File: src/rtl/mem_dcache_ctrl.sv
`default_nettype none
// ============================================================================
// Module   : mem_dcache_ctrl
// Brief    : MEM-stage load/store controller. Takes a pending access from EX,
//            runs the D-cache request/response handshake, formats store byte
//            lanes, sign/zero-extends load data and pulses a one-cycle
//            completion strobe that retires the access upstream.
// Revision : 1.0 - initial release
// ============================================================================
module mem_dcache_ctrl #(
    parameter int DATA_WIDTH    = 32,
    parameter int ADDR_WIDTH    = 32,
    parameter int LD_TYPE_WIDTH = 3,
    parameter int ST_TYPE_WIDTH = 2
) (
    input  logic                     clk,
    input  logic                     rst_n,
    input  logic                     EX_LdStFlag,
    input  logic [ADDR_WIDTH-1:0]    EX_AluData,
    input  logic [DATA_WIDTH-1:0]    EX_StData,
    input  logic [LD_TYPE_WIDTH-1:0] IDEX_LdType,
    input  logic [ST_TYPE_WIDTH-1:0] IDEX_StType,
    input  logic                     Dcache_Ready,
    input  logic                     Dcache_RdValid,
    input  logic [DATA_WIDTH-1:0]    Dcache_RdData,
    output logic                     Dcache_Req,
    output logic                     Dcache_Wr,
    output logic [ADDR_WIDTH-1:0]    Dcache_Addr,
    output logic [DATA_WIDTH-1:0]    Dcache_WrData,
    output logic [3:0]               Dcache_ByteEn,
    output logic                     Mem_DcacheEN,
    output logic [DATA_WIDTH-1:0]    Mem_LdData,
    output logic                     Mem_Stall,
    output logic                     Mem_Misalign
);

    // ------------------------------------------------------------------------
    // State and access-type encodings
    // ------------------------------------------------------------------------
    localparam logic [2:0] c_ST_IDLE = 3'd0;
    localparam logic [2:0] c_ST_REQ  = 3'd1;
    localparam logic [2:0] c_ST_WAIT = 3'd2;
    localparam logic [2:0] c_ST_DONE = 3'd3;
    localparam logic [2:0] c_ST_ERR  = 3'd4;

    localparam logic [LD_TYPE_WIDTH-1:0] c_LD_NONE = LD_TYPE_WIDTH'(0);
    localparam logic [LD_TYPE_WIDTH-1:0] c_LD_LB   = LD_TYPE_WIDTH'(1);
    localparam logic [LD_TYPE_WIDTH-1:0] c_LD_LH   = LD_TYPE_WIDTH'(2);
    localparam logic [LD_TYPE_WIDTH-1:0] c_LD_LW   = LD_TYPE_WIDTH'(3);
    localparam logic [LD_TYPE_WIDTH-1:0] c_LD_LBU  = LD_TYPE_WIDTH'(4);
    localparam logic [LD_TYPE_WIDTH-1:0] c_LD_LHU  = LD_TYPE_WIDTH'(5);

    localparam logic [ST_TYPE_WIDTH-1:0] c_ST_NONE = ST_TYPE_WIDTH'(0);
    localparam logic [ST_TYPE_WIDTH-1:0] c_ST_SB   = ST_TYPE_WIDTH'(1);
    localparam logic [ST_TYPE_WIDTH-1:0] c_ST_SH   = ST_TYPE_WIDTH'(2);
    localparam logic [ST_TYPE_WIDTH-1:0] c_ST_SW   = ST_TYPE_WIDTH'(3);

    // ------------------------------------------------------------------------
    // Registers and wires
    // ------------------------------------------------------------------------
    logic [2:0]               r_state;
    logic [2:0]               w_next_state;
    logic [ADDR_WIDTH-1:0]    r_addr;
    logic [LD_TYPE_WIDTH-1:0] r_ld_type;
    logic [ST_TYPE_WIDTH-1:0] r_st_type;
    logic [DATA_WIDTH-1:0]    r_st_data;
    logic [DATA_WIDTH-1:0]    r_ld_data;

    logic                     w_latch;
    logic                     w_capture;
    logic                     w_misalign_in;
    logic [ST_TYPE_WIDTH-1:0] w_st_type_in;
    logic [1:0]               w_off_in;
    logic [1:0]               w_off;
    logic                     w_is_load;
    logic [DATA_WIDTH-1:0]    w_wr_data;
    logic [3:0]               w_byte_en;
    logic [7:0]               w_rd_byte;
    logic [15:0]              w_rd_half;
    logic [DATA_WIDTH-1:0]    w_ld_ext;

    assign w_off_in  = EX_AluData[1:0];
    assign w_off     = r_addr[1:0];
    assign w_is_load = (r_ld_type != c_LD_NONE);

    // A load takes precedence over a simultaneous store: the store type is
    // squashed before it is latched so downstream logic sees a pure load.
    assign w_st_type_in = (IDEX_LdType != c_LD_NONE) ? c_ST_NONE : IDEX_StType;

    // Alignment check on the incoming access, using the effective type
    always_comb begin
        w_misalign_in = 1'b0;
        if (IDEX_LdType != c_LD_NONE) begin
            case (IDEX_LdType)
                c_LD_LH, c_LD_LHU: w_misalign_in = w_off_in[0];
                c_LD_LW:           w_misalign_in = (w_off_in != 2'b00);
                default:           w_misalign_in = 1'b0;
            endcase
        end else begin
            case (IDEX_StType)
                c_ST_SH: w_misalign_in = w_off_in[0];
                c_ST_SW: w_misalign_in = (w_off_in != 2'b00);
                default: w_misalign_in = 1'b0;
            endcase
        end
    end

    // Store lane replication and byte enables from the latched access
    always_comb begin
        w_wr_data = '0;
        w_byte_en = 4'b0000;
        case (r_st_type)
            c_ST_SB: begin
                w_wr_data = {(DATA_WIDTH/8){r_st_data[7:0]}};
                w_byte_en = 4'b0001 << w_off;
            end
            c_ST_SH: begin
                w_wr_data = {(DATA_WIDTH/16){r_st_data[15:0]}};
                w_byte_en = 4'b0011 << w_off;
            end
            c_ST_SW: begin
                w_wr_data = r_st_data;
                w_byte_en = 4'b1111;
            end
            default: begin
                w_wr_data = '0;
                w_byte_en = 4'b0000;
            end
        endcase
    end

    // Lane selection; halfwords are always even-aligned here, so only off[1]
    // chooses the half.
    assign w_rd_byte = Dcache_RdData[{w_off, 3'b000} +: 8];
    assign w_rd_half = Dcache_RdData[{w_off[1], 4'b0000} +: 16];

    // Sign/zero extension of the selected lane by load type
    always_comb begin
        w_ld_ext = Dcache_RdData;
        case (r_ld_type)
            c_LD_LB:  w_ld_ext = {{(DATA_WIDTH-8){w_rd_byte[7]}}, w_rd_byte};
            c_LD_LBU: w_ld_ext = {{(DATA_WIDTH-8){1'b0}}, w_rd_byte};
            c_LD_LH:  w_ld_ext = {{(DATA_WIDTH-16){w_rd_half[15]}}, w_rd_half};
            c_LD_LHU: w_ld_ext = {{(DATA_WIDTH-16){1'b0}}, w_rd_half};
            default:  w_ld_ext = Dcache_RdData;
        endcase
    end

    // State register
    always_ff @(posedge clk) begin
        if (!rst_n) begin
            r_state <= c_ST_IDLE;
        end else begin
            r_state <= w_next_state;
        end
    end

    // Access latch on acceptance and load-result capture on completion
    always_ff @(posedge clk) begin
        if (!rst_n) begin
            r_addr    <= '0;
            r_ld_type <= c_LD_NONE;
            r_st_type <= c_ST_NONE;
            r_st_data <= '0;
            r_ld_data <= '0;
        end else begin
            if (w_latch) begin
                r_addr    <= EX_AluData;
                r_ld_type <= IDEX_LdType;
                r_st_type <= w_st_type_in;
                r_st_data <= EX_StData;
            end
            if (w_capture) begin
                r_ld_data <= w_ld_ext;
            end
        end
    end

    assign Mem_LdData = r_ld_data;

    // Next-state and handshake outputs; cache-side buses are only driven
    // while a request is on the bus and are zero otherwise.
    always_comb begin
        w_next_state  = r_state;
        w_latch       = 1'b0;
        w_capture     = 1'b0;
        Dcache_Req    = 1'b0;
        Dcache_Wr     = 1'b0;
        Dcache_Addr   = '0;
        Dcache_WrData = '0;
        Dcache_ByteEn = 4'b0000;
        Mem_DcacheEN  = 1'b0;
        Mem_Misalign  = 1'b0;
        Mem_Stall     = 1'b0;
        case (r_state)
            c_ST_IDLE: begin
                if (EX_LdStFlag) begin
                    Mem_Stall = 1'b1;
                    w_latch   = 1'b1;
                    if (w_misalign_in) begin
                        w_next_state = c_ST_ERR;
                    end else if ((IDEX_LdType == c_LD_NONE) && (IDEX_StType == c_ST_NONE)) begin
                        // Flag without an access type: retire without touching the cache
                        w_next_state = c_ST_DONE;
                    end else begin
                        w_next_state = c_ST_REQ;
                    end
                end
            end
            c_ST_REQ: begin
                Mem_Stall     = 1'b1;
                Dcache_Req    = 1'b1;
                Dcache_Wr     = ~w_is_load;
                Dcache_Addr   = {r_addr[ADDR_WIDTH-1:2], 2'b00};
                Dcache_WrData = w_wr_data;
                Dcache_ByteEn = w_byte_en;
                if (Dcache_Ready) begin
                    if (!w_is_load) begin
                        w_next_state = c_ST_DONE;
                    end else if (Dcache_RdValid) begin
                        w_capture    = 1'b1;
                        w_next_state = c_ST_DONE;
                    end else begin
                        w_next_state = c_ST_WAIT;
                    end
                end
            end
            c_ST_WAIT: begin
                Mem_Stall = 1'b1;
                if (Dcache_RdValid) begin
                    w_capture    = 1'b1;
                    w_next_state = c_ST_DONE;
                end
            end
            c_ST_DONE: begin
                Mem_DcacheEN = 1'b1;
                w_next_state = c_ST_IDLE;
            end
            c_ST_ERR: begin
                Mem_DcacheEN = 1'b1;
                Mem_Misalign = 1'b1;
                w_next_state = c_ST_IDLE;
            end
            default: begin
                w_next_state = c_ST_IDLE;
            end
        endcase
    end

endmodule
`default_nettype wire

File: config.mk
export PLATFORM = sky130hd
export DESIGN_NAME = mem_dcache_ctrl
export DESIGN_NICKNAME = d
export VERILOG_FILES = /design/src/rtl/mem_dcache_ctrl.sv
export SDC_FILE = /design/constraint.sdc
export NUM_CORES = 1
export LEC_CHECK = 0
export CAP_MARGIN = 20
export CORE_UTILIZATION = 58
export DETAILED_ROUTE_END_ITERATION = 7
export DONT_BUFFER_PORTS = 1
export GPL_TIMING_DRIVEN = 0
export PLACE_DENSITY_LB_ADDON = 0.2
export SYNTH_ARGS = -nofsm -noshare
export SYNTH_HDL_FRONTEND = slang
export SYNTH_SLANG_ARGS = --single-unit
File: constraint.sdc
create_clock -name clk -period 1.7 [get_ports clk]
set_input_delay 0 -clock clk [delete_from_list [all_inputs] [get_ports clk]]
set_output_delay 0 -clock clk [all_outputs]
set_load 0.05 [all_outputs]
# Yosys cells after proc, flatten, opt, wreduce, memory -nomap -nowiden
# Cells that the tools add are included.
totals:
  ff_bits: 104
op_classes:
  muxes: 29
  n_reduce_logical: 11
  n_bitwise: 1
  shift: 4
  eq_ne: 19
op_table:
  columns: ["cell", "n"]
  rows:
  - ["32-bit case mux with 4 select lines", 1]
  - ["32-bit case mux with 3 select lines", 1]
  - ["32-bit two-way mux", 2]
  - ["32-bit by 6-bit indexed part select with 16-bit output", 1]
  - ["32-bit by 6-bit indexed part select with 8-bit output", 1]
  - ["3-bit by 2-bit == test with 1-bit output (second input constant)", 5]
  - ["3-bit == test (second input constant)", 4]
  - ["1-bit two-way mux", 12]
  - ["3-bit two-way mux", 4]
  - ["4-bit case mux with 3 select lines", 1]
  - ["3-bit case mux with 3 select lines", 1]
  - ["2-bit == test (second input constant)", 4]
  - ["1-bit case mux with 2 select lines", 4]
  - ["3-bit by 1-bit == test with 1-bit output (second input constant)", 2]
  - ["3-bit zero test", 2]
  - ["2-bit inequality test (second input constant)", 3]
  - ["3-bit nonzero test", 2]
  - ["2-bit OR reduction", 3]
  - ["2-bit two-way mux", 2]
  - ["4-bit two-way mux", 1]
  - ["1-bit by 2-bit << shifter with 4-bit output (first input constant)", 1]
  - ["2-bit by 2-bit << shifter with 4-bit output (first input constant)", 1]
  - ["3-bit AND reduction", 1]
  - ["2-bit by 1-bit == test with 1-bit output (second input constant)", 1]
  - ["4 further kinds", 4]

# Depth between registers and ports, before layout
# Gate-level depths: netlist (run 1).
depth:
  depth_word: 7
  mapped_depth: 8
  mapped_depth_nobuf: 6

# Worst setup path after synthesis (run 1)
# No wires, ideal clock.
synth_path:
  path_kind: "register to output"
  start: "register r_state[2]"
  end: "output Mem_DcacheEN"
  slack_ps: -629
  path_stages_with_launch: 4
  n_path_buf: 1
  arrival_time_ps: 2329
  required_ps: 1700
  path_cell_list: "dfxtp_1 > clkbuf_1 > nor3b_1 > o21bai_1"
synth_via:
  elab_chain_len: 3
  elab_cells_between_ends: 4
  classes_between: "eq/ne: 2; mux: 1; reduce/logical: 1"
synth_rtl:
  columns: ["element", "line", "rtl"]
  rows:
  - ["start: declaration", "61", "logic [2:0] r_state;"]
  - ["start signal: assignment", "152", "r_state <= c_ST_IDLE;"]
  - ["start signal: assignment", "154", "r_state <= w_next_state;"]
  - ["3-bit == test / 3-bit by 2-bit == test with 1-bit output (equally long branches)", "195", "case (r_state)"]
  - ["2-bit OR reduction (no source line) *", null, null]
  - ["1-bit two-way mux *", "195", null]
  - ["end: declaration", "31", "output logic Mem_DcacheEN,"]
# Every way passes the cells marked *; elsewhere a longest branch is shown, timed or not.

# Worst setup path in the final report (run 1)
layout_path:
  start: "register r_st_type[1]"
  end: "output Dcache_WrData[25]"
layout_via:
  elab_chain_len: 3
  elab_cells_between_ends: 5
  classes_between: "eq/ne: 3; mux: 2"
layout_rtl:
  columns: ["element", "line", "rtl"]
  rows:
  - ["start: declaration", "65", "logic [ST_TYPE_WIDTH-1:0] r_st_type;"]
  - ["start signal: assignment", "163", "r_st_type <= c_ST_NONE;"]
  - ["start signal: assignment", "170", "r_st_type <= w_st_type_in;"]
  - ["2-bit == test / 2-bit by 1-bit == test with 1-bit output (equally long branches)", "112", "case (r_st_type)"]
  - ["32-bit case mux with 3 select lines *", "112", null]
  - ["32-bit two-way mux *", "195", null]
  - ["end: declaration", "29", "output logic [DATA_WIDTH-1:0] Dcache_WrData,"]
# Marked as above.

==> results of run 1 <==
==> power by group <==
| part | internal, W | total [W] | switching, W |
|---|---|---|---|
| sequential | 0.00263 | 0.00300 | 0.000372 |
| clock | 0.000699 | 0.00176 | 0.00106 |
| combinational | 0.000807 | 0.00209 | 0.00129 |
==> Yosys cell counts, types with 2 or more instances <==
library cell / count
a21oi_1: 96
a21oi_2: 11
a222oi_1: 14
a22oi_1: 22
a31oi_1: 9
and2_1: 39
and3_1: 2
and3b_1: 2
buf_1: 3
buf_2: 19
buf_4: 3
buf_6: 2
clkbuf_1: 36
clkbuf_2: 2
clkinv_1: 2
dfxtp_1: 104
ha_1: 4
inv_1: 10
mux2_2: 2
mux2i_1: 7
nand2_1: 178
nand2b_1: 9
nand3_1: 13
nand3b_1: 2
nand4_1: 6
nor2_1: 44
nor2b_1: 4
nor3_1: 4
nor3b_1: 5
o211ai_1: 2
o21a_1: 2
o21ai_0: 53
o21bai_1: 3
o22ai_1: 8
o31ai_1: 2
o32ai_1: 4
or2_2: 2
==> routing by layer <==
layer | global-route usage | part of all wire | vias up
met1 | 0.555 | 0.30 | 3331
met3 | 0.134 | 0.15 | 422
met5 | 0 | 0 | -
li1 | - | - | 2922
met4 | 0.350 | 0.12 | 0
met2 | 0.825 | 0.42 | 1016
==> repair_timing <==
item                       4_1_cts  5_1_grt
gates cloned                     4        2
setup buffers                   21       12
pin swaps                       48       26
hold buffers                   100        0
resized for setup              213      101
setup endpoints to repair      174      171
hold endpoints to repair       104        0
==> layout make-up <==
class / count / area, sq um
multi-input combinational: 577 / 3810
buffer: 59 / 551
fill: 409 / 1010
tap: 129 / 161
timing repair buffer: 136 / 1380
inverter: 13 / 53.8
clock buffer: 9 / 124
clock inverter: 6 / 80.1
sequential: 104 / 2110
==> how the worst min path moves through the flow <==
stage,startpoint,slack (ns),cells after the start,to
floorplan,Dcache_RdData[30],0.13,2,Mem_LdData[30]
global placement,EX_AluData[5],0.14,2,r_addr[5]
detailed placement,EX_AluData[25],0.14,2,r_addr[25]
CTS,Dcache_RdData[7],0.006,3,Mem_LdData[7]
global route,Dcache_RdData[24],0.003,4,Mem_LdData[8]
finish,Dcache_RdData[28],-0.03,4,Mem_LdData[12]
==> kinds of logic after synthesis <==
| logic type | Yosys count | share of synthesized area |
|---|---|---|
| other | 1 | 0.000672 |
| AND/OR/NAND/NOR | 320 | 0.265 |
| adder cells (fa/ha/maj) | 4 | 0.00897 |
| AO/OA/AOI/OAI | 239 | 0.265 |
| buffers and inverters | 79 | 0.0655 |
| flip-flops | 104 | 0.373 |
| multiplexers | 10 | 0.0206 |
| XOR/XNOR | 1 | 0.00157 |
==> tightest hold or removal path, stage by stage <==
cell	delay (ns)
mux2i_1	0.06
o21ai_2	0.11
a222oi_1	0.06
a21oi_1	0.12
==> per-stage QoR <==
step            util  total power, W  hold slack, ns
2_1_floorplan      -         0.00392           0.134
3_3_place_gp   0.630         0.00419           0.137
3_5_place_dp   0.630         0.00422           0.143
4_1_cts        0.857         0.00625         0.00594
5_1_grt        0.891         0.00695         0.00272
6_report       0.891         0.00685         -0.0349
==> flip-flops by register name, summed over array words and instances (netlist names) <==
name        flops
r_state         3
Mem_LdData     32
r_st_data      32
r_st_type       2
r_ld_type       3
r_addr         32
==> layout by cell type (no fill, tap or decap), types with 7 or more instances in the layout <==
master	netlist	final
nand2_1	178	175
dlygate4sd3_1	0	100
dfxtp_1	104	94
a21oi_1	96	86
o21ai_0	53	43
and2_4	0	37
buf_4	3	34
nor2_4	0	30
a21oi_2	11	20
buf_6	2	17
a222oi_1	14	14
a22oi_1	22	14
nor2_1	44	14
nand3_1	13	13
clkbuf_8	0	11
clkbuf_1	36	11
a22oi_2	0	8
inv_1	10	8
nand2b_1	9	8
o22ai_1	8	8
buf_2	19	7
mux2i_1	7	7
o21ai_2	1	7
==> flow_summary.toml, run 1 <==
[outcome]
status = "finished, violations left"
failed_checks = "design-rule violations, negative hold slack, negative setup slack"

[floorplan]
start_util = 0.601
die_x_um = 100
row_count = 35
io_pins = 211
die_h_um = 100
coreArea_sq_um = 9280
dieArea_sq_um = 10000

[synthesis]
synth_edf_count = 0
synth.area.top_cells = "dfxtp_1, nand2_1, a21oi_1"
netlist.area_leader.share = 0.373
yosys.area.top_type = "dfxtp_1"
seq_area_frac_synth = 0.373
ys_seq_elements = 104
syn_avg_cell_area_sq_um = 7.36
synthCells = 758
ys_warn_count = 0
ys.flop_type = "dfxtp_1"
syn_area_sq_um = 5580
async_flop_share = 0
synth_cell_type_count = 65

[sta]
finalSetupViolCount = 140
rsz0062_at_grt = "true"
fmax_ghz = 0.455
finalCritPeriodShare = 1.29
slew_headroom = 0.529
hold_ws_ns = -0.0349
worst_pin_slew_ns = 0.706
hold_viol_final = 4
maxSlewViolCount = 0
fin_crit_ns = 2.20
clock_skew_ns = 0.0263
setup_ws_ns = -0.496
fin_tns_setup_ns = -13.29

[setup_path]
crit_top_cell = "buf_4"
startpoint_type = "flop"
worst-path-buf-inv = 4
crit_slowest_cell = "a222oi_1"
critPathKind = "flop to primary output"
cpPeakStageDelay_ns = 0.61
reg2reg_depth = 7
crit_chain = "buf_8, inv_4, ha_4, buf_4, buf_4, a222oi_1, nor2_4"
end_kind = "primary output"
crit-reg2reg-launch = "r_state[0]"
crit_arrival_ns = 2.20
cp_num_cells = 7
rr_endpoint = "r_addr[0]"
r2r_slack_ns = -0.25
crit_start = "r_st_type[1]"
path_delay_family = "compound AO/OA/AOI/OAI gates"
cp.required_ns = 1.70
cp-endpoint = "Dcache_WrData[25]"
cp_max_fo = 5

[detailed_routing]
vias = 7691
drc = 6
drt_wl_total_mm = 29.0
wire_per_inst_um = 28.0
viasPerCell = 7.45
antenna_left = 0
drt_first_pass_iters = 8
drt_iter0_markers = 1423

[clock_tree]
cts.htree.levels = 3
clockBufferDepth = 2
cts_buffers = 9
clk_pin_slew_worst_paths_ns = 0.13
clockRootBuffer = "clkbuf_8"
cts_sinks = 104
tritoncts = "done"
clk_latency_ns = 0.40

[grt]
grt-ovfl-total = 0
first_global_vias = 6985
grt_pass1_wl_mm = 38.4
globalRouteTotalUtil = 0.497
grt_max_degree = 19
antenna_found_initial = 1

[power]
vdd_drop_max_uv = 685
p_leak_nw = 3.09
p_per_area_nw_per_um2 = 828

[placed_design]
dp_slack_ns = -0.841
hpwl_mm = 13.2
portBuffers = 0
place_area_sq_um = 5850
dp.cells = 888
gp_congestion = 0.981

[finish]
num_antenna_cells = 0
final_area_sq_um = 8270
final_cells = 1033
drive_above_1_share = 0.280
layout.nets = 1010
area_growth_pct = 48.2

[run]
drv_cap = 0

[min_path]
hold_class = "primary input to flop"
(Power assumes the default switching activity.)
==> run 2, diff against run 1 <==
--- a/config.mk
+++ b/config.mk
@@ -6,11 +6,14 @@
 export NUM_CORES = 1
 export LEC_CHECK = 0
 export CAP_MARGIN = 20
-export CORE_UTILIZATION = 58
+export CELL_PAD_IN_SITES_DETAIL_PLACEMENT = 1
+export CELL_PAD_IN_SITES_GLOBAL_PLACEMENT = 2
+export CORE_UTILIZATION = 31
 export DETAILED_ROUTE_END_ITERATION = 7
 export DONT_BUFFER_PORTS = 1
 export GPL_TIMING_DRIVEN = 0
-export PLACE_DENSITY_LB_ADDON = 0.2
+export PLACE_DENSITY = 0.78
+export SLEW_MARGIN = 0
 export SYNTH_ARGS = -nofsm -noshare
 export SYNTH_HDL_FRONTEND = slang
 export SYNTH_SLANG_ARGS = --single-unit
==> flow_summary.toml, run 2 (synthesis results as in run 1) <==
[setup_path]
crit-reg2reg-launch = "r_addr[1]"
cp.required_ns = 1.70
reg2reg_depth = 9
cp_max_fo = 5
critPathKind = "flop to primary output"
crit_arrival_ns = 1.89
r2r_slack_ns = -0.13
end_kind = "primary output"
rr_endpoint = "Mem_LdData[31]"
startpoint_type = "flop"

[placed_design]
dp_slack_ns = -0.753
portBuffers = 0
hpwl_mm = 16.8
dp.cells = 985
gp_congestion = 0.890

[power]
p_leak_nw = 3.31
vdd_drop_max_uv = 473
p_per_area_nw_per_um2 = 835

[sta]
finalSetupViolCount = 91
clock_skew_ns = 0.00802
fin_crit_ns = 1.89
maxSlewViolCount = 0
slew_headroom = 0.552
hold_ws_ns = 0.0157
finalCritPeriodShare = 1.11
fin_tns_setup_ns = -9.07
fmax_ghz = 0.530
hold_viol_final = 0
worst_pin_slew_ns = 0.655
setup_ws_ns = -0.186
rsz0062_at_grt = "true"

[floorplan]
row_count = 48
die_x_um = 136
dieArea_sq_um = 18500
io_pins = 211
start_util = 0.320
die_h_um = 136
coreArea_sq_um = 17400

[clock_tree]
clockRootBuffer = "clkbuf_16"
cts_sinks = 104
cts_buffers = 9
clk_latency_ns = 0.36
cts.htree.levels = 3
clockBufferDepth = 2
clk_pin_slew_worst_paths_ns = 0.08
tritoncts = "done"

[min_path]
hold_class = "primary input to flop"
hold_path.startpoint = "Dcache_RdData[5]"
hold_end = "Mem_LdData[5]"
whs_path_depth = 3

[grt]
first_global_vias = 6542
globalRouteTotalUtil = 0.268
grt_pass1_wl_mm = 37.7
antenna_found_initial = 1
grt-ovfl-total = 0
grt_max_degree = 19

[outcome]
failed_checks = "negative setup slack"
status = "finished, violations left"

[finish]
layout.nets = 1015
area_growth_pct = 58.6
mostFrequentLayoutCell = "nand2_1"
fin_util = 0.508
drive_above_1_share = 0.332
mostFrequentLayoutCells = "nand2_1, dlygate4sd3_1, dfxtp_1, a21oi_1, o21ai_0"
final_cells = 1136

[detailed_routing]
antenna_left = 0
drc = 0
drt_iter0_markers = 421
vias = 6510
viasPerCell = 5.73
drt_wl_total_mm = 26.7
wire_per_inst_um = 23.5
drt_first_pass_iters = 8

[run]
drv_cap = 0
-- run 2: worst max-delay path by stage --
stage / cells after the start / from / end / slack (ns)
2_1_floorplan: 6 / r_state[1] / Dcache_WrData[11] / -0.15
3_3_place_gp: 5 / r_state[1] / Dcache_ByteEn[1] / -1.12
3_5_place_dp: 6 / r_state[1] / Dcache_ByteEn[0] / -0.75
4_1_cts: 6 / r_st_type[1] / Dcache_WrData[30] / -0.13
5_1_grt: 7 / r_state[0] / Dcache_ByteEn[2] / -0.22
6_report: 6 / r_st_type[1] / Dcache_WrData[30] / -0.19
-- run 2: timing repair --
action | in CTS | in global routing
cloned | 2 | 5
buffers inserted | 22 | 12
endpoints found under the setup margin | 174 | 162
resized for setup | 223 | 164
hold buffers | 99 | 0
hold endpoints to repair | 101 | 0
pin swaps | 50 | 66
-- run 2: layer usage --
| metal | global-route usage | up-vias | wire length, um |
|---|---|---|---|
| li1 | - | 2939 | - |
| met1 | 0.303 | 3189 | 10200 |
| met2 | 0.470 | 311 | 13500 |
| met3 | 0.0690 | 71 | 1970 |
| met4 | 0.116 | 0 | 980 |
| met5 | 0 | - | 0 |
-- run 2: area by class of cell --
class,instances,area [sq um]
clock buffers,10,229
well taps,225,282
plain buffers,61,593
diodes,1,2.50
repair buffers,140,1500
fillers,2011,8560
multi-input cells,576,4010
inverters,13,53.8
clock inverters,6,76.3
flip-flops and latches,104,2110
-- run 2: where the power goes --
part	total [W]	switching, W	internal [W]
registers	0.00298	0.000354	0.00263
logic	0.00221	0.00125	0.000954
clock network	0.00220	0.00104	0.00117
total	0.00739	0.00264	0.00475
-- run 2: worst max-delay path, stage by stage (launching register included) --
cell,delay (ns)
dfxtp_4,0.37
buf_8,0.10
inv_4,0.04
ha_4,0.17
buf_8,0.13
a222oi_1,0.54
nor2_4,0.18
-- run 2: through the flow --
stage,power (W),cell area [sq um]
6_report,0.00739,8850
2_1_floorplan,0.00392,5690
5_1_grt,0.00768,8850
3_3_place_gp,0.00426,5970
3_5_place_dp,0.00432,5980
4_1_cts,0.00699,8190
